===== config.mk =====
export PLATFORM = sky130hd
export DESIGN_NAME = uart_rx_param_flat
export DESIGN_NICKNAME = d
export VERILOG_FILES = /design/src/rtl/uart_rx_param_if.sv /design/src/rtl/uart_rx_param.sv /design/src/flat_wrapper.sv
export SDC_FILE = /design/constraint.sdc
export NUM_CORES = 1
export LEC_CHECK = 0
export ABC_AREA = 1
export BUFFER_PORTS_ARGS = -buffer_cell sky130_fd_sc_hd__buf_2
export CORE_MARGIN = 1.5
export CORE_UTILIZATION = 42
export CTS_BUF_LIST = sky130_fd_sc_hd__clkbuf_4
export CTS_CLUSTER_SIZE = 40
export DETAILED_ROUTE_END_ITERATION = 8
export GPL_ROUTABILITY_DRIVEN = 1
export GPL_TIMING_DRIVEN = 0
export PLACE_DENSITY_LB_ADDON = 0.08
export REMOVE_ABC_BUFFERS = 1
export SYNTH_ARGS = -nofsm -noshare
export SYNTH_HDL_FRONTEND = slang
export SYNTH_SLANG_ARGS = --single-unit

===== constraint.sdc =====
create_clock -name i_SysClock -period 4.5 [get_ports i_SysClock]
set_input_delay 0.675 -clock i_SysClock [delete_from_list [all_inputs] [get_ports i_SysClock]]
set_output_delay 0.675 -clock i_SysClock [all_outputs]
set_load 0.01 [all_outputs]

===== src/rtl/uart_rx_param_if.sv =====
// Word-side port bundle of uart_rx_param: received word, error flags, busy,
// FSM state for observation, and the consumer's ready.
interface uart_rx_param_if #(
  parameter int DATA_BITS = 8
);
  // Handshake: o_RxValid rises with a new word and its flags, and all of them hold
  // steady until a rising edge sees o_RxValid && i_RxReady. That edge accepts the word.
  // o_RxValid then drops unless another frame completes on the same edge.
  logic [DATA_BITS-1:0] o_RxData;
  logic                 o_RxValid;
  logic                 i_RxReady;
  logic                 o_ParityErr;
  logic                 o_FrameErr;
  logic                 o_Overrun;
  logic                 o_Busy;
  logic [2:0]           dbg_state;

  modport master (
    output o_RxData, o_RxValid, o_ParityErr, o_FrameErr, o_Overrun, o_Busy, dbg_state,
    input  i_RxReady
  );

  modport slave (
    input  o_RxData, o_RxValid, o_ParityErr, o_FrameErr, o_Overrun, o_Busy, dbg_state,
    output i_RxReady
  );
endinterface


===== src/rtl/uart_rx_param.sv =====
// Parametrised UART receiver: configurable data width, parity and stop bits,
// false-start rejection, and valid/ready word output with error flags.
module uart_rx_param #(
  parameter int SYS_CLOCK     = 50000000,
  parameter int UART_BAUDRATE = 115200,
  parameter int DATA_BITS     = 8,
  parameter int PARITY        = 0,
  parameter int STOP_BITS     = 1
) (
  input  logic            i_SysClock,
  input  logic            i_Reset,
  input  logic            i_RxSerial,
  uart_rx_param_if.master rx_if
);

  localparam int          BIT_TICKS  = SYS_CLOCK / UART_BAUDRATE;
  localparam int          HALF_TICKS = BIT_TICKS / 2;
  localparam logic [15:0] BIT_TC     = 16'(BIT_TICKS - 1);
  localparam logic [15:0] HALF_TC    = 16'(HALF_TICKS - 1);
  localparam logic [3:0]  DATA_LAST  = 4'(DATA_BITS - 1);
  localparam logic [3:0]  STOP_LAST  = 4'(STOP_BITS - 1);
  localparam logic        ODD_PAR    = (PARITY == 1);

  typedef enum logic [2:0] {
    S_IDLE   = 3'd0,
    S_START  = 3'd1,
    S_DATA   = 3'd2,
    S_PARITY = 3'd3,
    S_STOP   = 3'd4
  } state_t;

  state_t               state_q, state_d;
  logic                 sync1_q, sync1_d;
  logic                 rx_s_q, rx_s_d;
  logic [15:0]          tick_q, tick_d;
  logic [3:0]           bit_cnt_q, bit_cnt_d;
  logic [DATA_BITS-1:0] shift_q, shift_d;
  logic                 perr_q, perr_d;
  logic                 ferr_q, ferr_d;
  logic                 armed_q, armed_d;
  logic [DATA_BITS-1:0] data_q, data_d;
  logic                 valid_q, valid_d;
  logic                 perr_out_q, perr_out_d;
  logic                 ferr_out_q, ferr_out_d;
  logic                 overrun_q, overrun_d;
  logic                 tc;
  logic                 frame_done;

  always_ff @(posedge i_SysClock) begin
    if (i_Reset) begin
      state_q    <= S_IDLE;
      sync1_q    <= 1'b1;
      rx_s_q     <= 1'b1;
      tick_q     <= '0;
      bit_cnt_q  <= '0;
      shift_q    <= '0;
      perr_q     <= 1'b0;
      ferr_q     <= 1'b0;
      armed_q    <= 1'b0;
      data_q     <= '0;
      valid_q    <= 1'b0;
      perr_out_q <= 1'b0;
      ferr_out_q <= 1'b0;
      overrun_q  <= 1'b0;
    end else begin
      state_q    <= state_d;
      sync1_q    <= sync1_d;
      rx_s_q     <= rx_s_d;
      tick_q     <= tick_d;
      bit_cnt_q  <= bit_cnt_d;
      shift_q    <= shift_d;
      perr_q     <= perr_d;
      ferr_q     <= ferr_d;
      armed_q    <= armed_d;
      data_q     <= data_d;
      valid_q    <= valid_d;
      perr_out_q <= perr_out_d;
      ferr_out_q <= ferr_out_d;
      overrun_q  <= overrun_d;
    end
  end

  always_comb begin
    sync1_d    = i_RxSerial;
    rx_s_d     = sync1_q;
    state_d    = state_q;
    tick_d     = tick_q;
    bit_cnt_d  = bit_cnt_q;
    shift_d    = shift_q;
    perr_d     = perr_q;
    ferr_d     = ferr_q;
    armed_d    = armed_q;
    data_d     = data_q;
    valid_d    = valid_q;
    perr_out_d = perr_out_q;
    ferr_out_d = ferr_out_q;
    overrun_d  = 1'b0;
    frame_done = 1'b0;
    tc         = (state_q == S_START) ? (tick_q == HALF_TC) : (tick_q == BIT_TC);

    case (state_q)
      S_IDLE: begin
        // A start is only honoured once the line has been seen high, so a held break cannot retrigger.
        if (armed_q && !rx_s_q) begin
          state_d = S_START;
          armed_d = 1'b0;
          perr_d  = 1'b0;
          ferr_d  = 1'b0;
        end else if (rx_s_q) begin
          armed_d = 1'b1;
        end
      end
      S_START: begin
        if (tc) begin
          if (rx_s_q) begin
            state_d = S_IDLE;
          end else begin
            state_d   = S_DATA;
            bit_cnt_d = '0;
          end
        end
      end
      S_DATA: begin
        if (tc) begin
          shift_d   = {rx_s_q, shift_q[DATA_BITS-1:1]};
          bit_cnt_d = bit_cnt_q + 4'd1;
          if (bit_cnt_q == DATA_LAST) begin
            bit_cnt_d = '0;
            if (PARITY != 0) state_d = S_PARITY;
            else             state_d = S_STOP;
          end
        end
      end
      S_PARITY: begin
        if (tc) begin
          perr_d  = ((^shift_q) ^ rx_s_q) != ODD_PAR;
          state_d = S_STOP;
        end
      end
      S_STOP: begin
        if (tc) begin
          ferr_d    = ferr_q | ~rx_s_q;
          bit_cnt_d = bit_cnt_q + 4'd1;
          if (bit_cnt_q == STOP_LAST) begin
            bit_cnt_d  = '0;
            frame_done = 1'b1;
            state_d    = S_IDLE;
          end
        end
      end
      default: state_d = S_IDLE;
    endcase

    if (state_d != state_q || tc || state_q == S_IDLE) tick_d = '0;
    else                                               tick_d = tick_q + 16'd1;

    // A completing frame wins over an accept on the same edge; if the old word is
    // neither free nor being taken, the new one is dropped and flagged.
    if (frame_done) begin
      if (!valid_q || rx_if.i_RxReady) begin
        data_d     = shift_q;
        perr_out_d = perr_q;
        ferr_out_d = ferr_d;
        valid_d    = 1'b1;
      end else begin
        overrun_d  = 1'b1;
      end
    end else if (valid_q && rx_if.i_RxReady) begin
      valid_d = 1'b0;
    end
  end

  assign rx_if.o_RxData    = data_q;
  assign rx_if.o_RxValid   = valid_q;
  assign rx_if.o_ParityErr = perr_out_q;
  assign rx_if.o_FrameErr  = ferr_out_q;
  assign rx_if.o_Overrun   = overrun_q;
  assign rx_if.o_Busy      = (state_q != S_IDLE);
  assign rx_if.dbg_state   = state_q;

endmodule


===== src/flat_wrapper.sv =====
// flat-port wrapper written by rule: the top's interface ports become plain ports
module uart_rx_param_flat 
#(
  parameter int SYS_CLOCK     = 50000000,
  parameter int UART_BAUDRATE = 115200,
  parameter int DATA_BITS     = 8,
  parameter int PARITY        = 0,
  parameter int STOP_BITS     = 1
)
  (i_SysClock, i_Reset, i_RxSerial, rx_if_o_RxData, rx_if_o_RxValid, rx_if_o_ParityErr, rx_if_o_FrameErr, rx_if_o_Overrun, rx_if_o_Busy, rx_if_dbg_state, rx_if_i_RxReady);
  uart_rx_param_if #(.DATA_BITS(DATA_BITS)) rx_if_i ();
  input  logic i_SysClock;
  input  logic i_Reset;
  input  logic i_RxSerial;
  output wire logic [$bits(rx_if_i.o_RxData)-1:0] rx_if_o_RxData;
  output wire logic [$bits(rx_if_i.o_RxValid)-1:0] rx_if_o_RxValid;
  output wire logic [$bits(rx_if_i.o_ParityErr)-1:0] rx_if_o_ParityErr;
  output wire logic [$bits(rx_if_i.o_FrameErr)-1:0] rx_if_o_FrameErr;
  output wire logic [$bits(rx_if_i.o_Overrun)-1:0] rx_if_o_Overrun;
  output wire logic [$bits(rx_if_i.o_Busy)-1:0] rx_if_o_Busy;
  output wire logic [$bits(rx_if_i.dbg_state)-1:0] rx_if_dbg_state;
  input wire logic [$bits(rx_if_i.i_RxReady)-1:0] rx_if_i_RxReady;
  assign rx_if_o_RxData = rx_if_i.o_RxData;
  assign rx_if_o_RxValid = rx_if_i.o_RxValid;
  assign rx_if_o_ParityErr = rx_if_i.o_ParityErr;
  assign rx_if_o_FrameErr = rx_if_i.o_FrameErr;
  assign rx_if_o_Overrun = rx_if_i.o_Overrun;
  assign rx_if_o_Busy = rx_if_i.o_Busy;
  assign rx_if_dbg_state = rx_if_i.dbg_state;
  assign rx_if_i.i_RxReady = rx_if_i_RxReady;
  uart_rx_param #(.SYS_CLOCK(SYS_CLOCK), .UART_BAUDRATE(UART_BAUDRATE), .DATA_BITS(DATA_BITS), .PARITY(PARITY), .STOP_BITS(STOP_BITS)) u_core (.i_SysClock(i_SysClock), .i_Reset(i_Reset), .i_RxSerial(i_RxSerial), .rx_if(rx_if_i));
endmodule

==> results.cfg <==
[outcome]
status = finished, final reports clean

[layout]
final_area_sq_mm = 0.00260
stdcell_count = 455
nFillCells = 587
drive_gt1_frac = 0.0809
syn_to_final_growth_pct = 9.09
nets = 389
antenna_cells = 0

[yosys]
ys_seq_area_frac = 0.404
syn-instance-count = 363
syn_avg_cell_area_sq_um = 6.56
yosys_warnings = 0
ys_ff_latch = 48
ys_types = 23
syn_area_sq_mm = 0.00238

[floorplanning]
fp-row-count = 27
die-area_sq_mm = 0.00613
core_region_area_sq_mm = 0.00547
pin_count = 20
start_util = 0.435
die_h_um = 78.3
dieWidth_um = 78.3

[job]
cap_viol_max_count = 0

[routing]
wl_per_cell_um = 10.3
top_layer_used = met4
drtIter0Drc = 92
vias_per_cell = 4.63
num_vias = 2105
met1Wirelength_um = 2440
route.met2.wl_um = 2050
totalWireLength_um = 4680
met3_length_um = 148
ant_nets = 0
dr.pass1.iters = 4
drc = 0

[sta]
rsz0062_at_grt = no
tightest_slew_ps = 868
final-max-slew-violation-count = 0
finalSetupTns_ps = 0
hold_ws_ps = 406
setup_viol = 0
skew_ps = 21.3
slew_headroom = 0.417
hold_viol_final = 0
fmax_mhz = 389
finalCritPeriodShare = 0.571
period_minus_slack_ps = 2570

[critical_path]
path_delay_family = simple AND/OR/NAND/NOR gates
cp_max_fo = 20
crit_chain = inv_2 -> nand2_1 -> nor2_1 -> nand2_1 -> nand2_1 -> nand2_1 -> nor2_2 -> nand4_1 -> nor2_1 -> nor2_1
required_ps = 4760
slowest_stage = nand4_1
slowest_delay_ps = 780
cp_num_buf_inv = 1
worst_path_most_repeated_cell = nand2_1
cp_data_arrival_time_ps = 2830
cp-start-kind = flop
crit_path_end_kind = flop
crit_type = reg2reg

[clock_tree]
insertion_delay_ps = 370
cts_hold_buf = 0
cts.path.max_buffers = 2
post_cts_resize_count = 0
cts_made_buffers = 5
clkSinkCount = 48
htree_levels = 2
cts.clk_slew.worst_paths_ps = 150
cts_tree = yes
post_cts_buffers = 0
cts-root-buf = clkbuf_4

[place]
dp.cells = 447
post_dp_cell_area_sq_mm = 0.00252
io_buffer_count = 19
dp_hpwl_um = 3360
gp_congestion = 0.803

[grt]
grtUsageTotal = 0.165
grt_pass1_vias = 1854
grt_pass1_wl_um = 7980
grt_max_degree = 21
antenna_found_initial = 0
overflow = 0

[power]
power_leakage_nw = 1.23
power.density_mw_per_mm2 = 267
ir_drop_mv = 0.123

[min_path]
hold_path_class = reg2reg
worst register-to-register path: cells and delay by family, from the launching register on:
family / cells / cell delay, ps
buffers and inverters: 1 / 150
flip-flops: 1 / 380
AND/OR/NAND/NOR: 9 / 1950
where the power goes:
group,leakage [nW],internal [W],switching [W]
logic,0.802,0.00000448,0.0000107
clock network,0.0403,0.000114,0.000136
registers,0.387,0.000427,0.00000187
total,1.23,0.000545,0.000148
routing by layer:
metal | vias up | track usage
met1 | 932 | 0.211
met5 | - | 0
met2 | 27 | 0.273
li1 | 1142 | -
met3 | 4 | 0.0384
met4 | 0 | 0.0536
cell families (layout without fill, tap and decap cells):
group	after synthesis	after routing	synth area share
AO/OA/AOI/OAI	27	27	0.0636
flip-flops	48	48	0.404
AND/OR/NAND/NOR	204	204	0.351
buffers and inverters	66	86	0.111
adder cells (fa/ha/maj)	3	3	0.0158
XOR/XNOR	15	15	0.0552
synthesized netlist by cell type, drive strengths merged:
cell / count / area share
nand4: 5 / 0.013
dfxtp: 48 / 0.40
o21a: 5 / 0.016
nand2: 98 / 0.16
and3: 1 / 0.0026
nor2: 63 / 0.10
buf: 5 / 0.015
clkbuf: 2 / 0.0032
xor2: 12 / 0.044
ha: 3 / 0.016
a21oi: 14 / 0.029
xnor2: 3 / 0.011
or2: 2 / 0.0053
nand3: 24 / 0.050
nor3: 11 / 0.023
o21ai: 8 / 0.018
inv: 59 / 0.093
path summary, 6_finish.rpt:
| check | start | end | slack [ps] | depth (start not counted) |
|---|---|---|---|---|
| max | u_core.rx_if.dbg_state[2] | u_core.rx_if.o_RxData[2] | 1930 | 10 |
| min | u_core.rx_s_d | u_core.rx_s_q | 410 | 1 |
| max reg2reg | u_core.rx_if.dbg_state[2] | u_core.rx_if.o_RxData[2] | 1930 | 10 |
| min reg2reg | u_core.rx_s_d | u_core.rx_s_q | 410 | 1 |
state kept, by name (all words and copies together), names as in the netlist, 3 cells and up:
signal,cells
u_core.shift_q,8
u_core.rx_if.o_RxData,8
u_core.bit_cnt_q,4
u_core.rx_if.dbg_state,3
u_core.tick_q,16
through the flow:
step	util	power (W)	setup slack, ps
after floorplan	-	0.000447	2480
after global placement	0.461	0.000454	1840
after detailed placement	0.461	0.000454	1890
after CTS	0.475	0.000705	1870
after global routing	0.475	0.000723	1570
final	0.475	0.000694	1930
layout by cell type, fill, tap and decap left out:
master	n
clkinv_1	2
and3_1	1
o21a_1	5
nor2_2	1
xnor2_1	3
inv_1	58
dfxtp_1	48
nor3_1	11
ha_1	3
inv_2	1
o21ai_0	7
nand3_1	24
o21ai_2	1
or2_2	2
clkbuf_4	5
xor2_1	12
nand2_2	1
a21oi_1	14
bufinv_16	1
nand4_1	5
buf_2	19
nor2_1	62
nand2_1	97
cell type report:
cell class	count	area, sq um	share of cell area
tap	72	90.1	0.0347
clock inverter	3	37.5	0.0145
sequential	48	961	0.370
inverter	59	221	0.0853
timing repair buffer	19	95.1	0.0366
multi-input combinational	249	1150	0.445
clock buffer	5	37.5	0.0145
(Power assumes the default switching activity.)
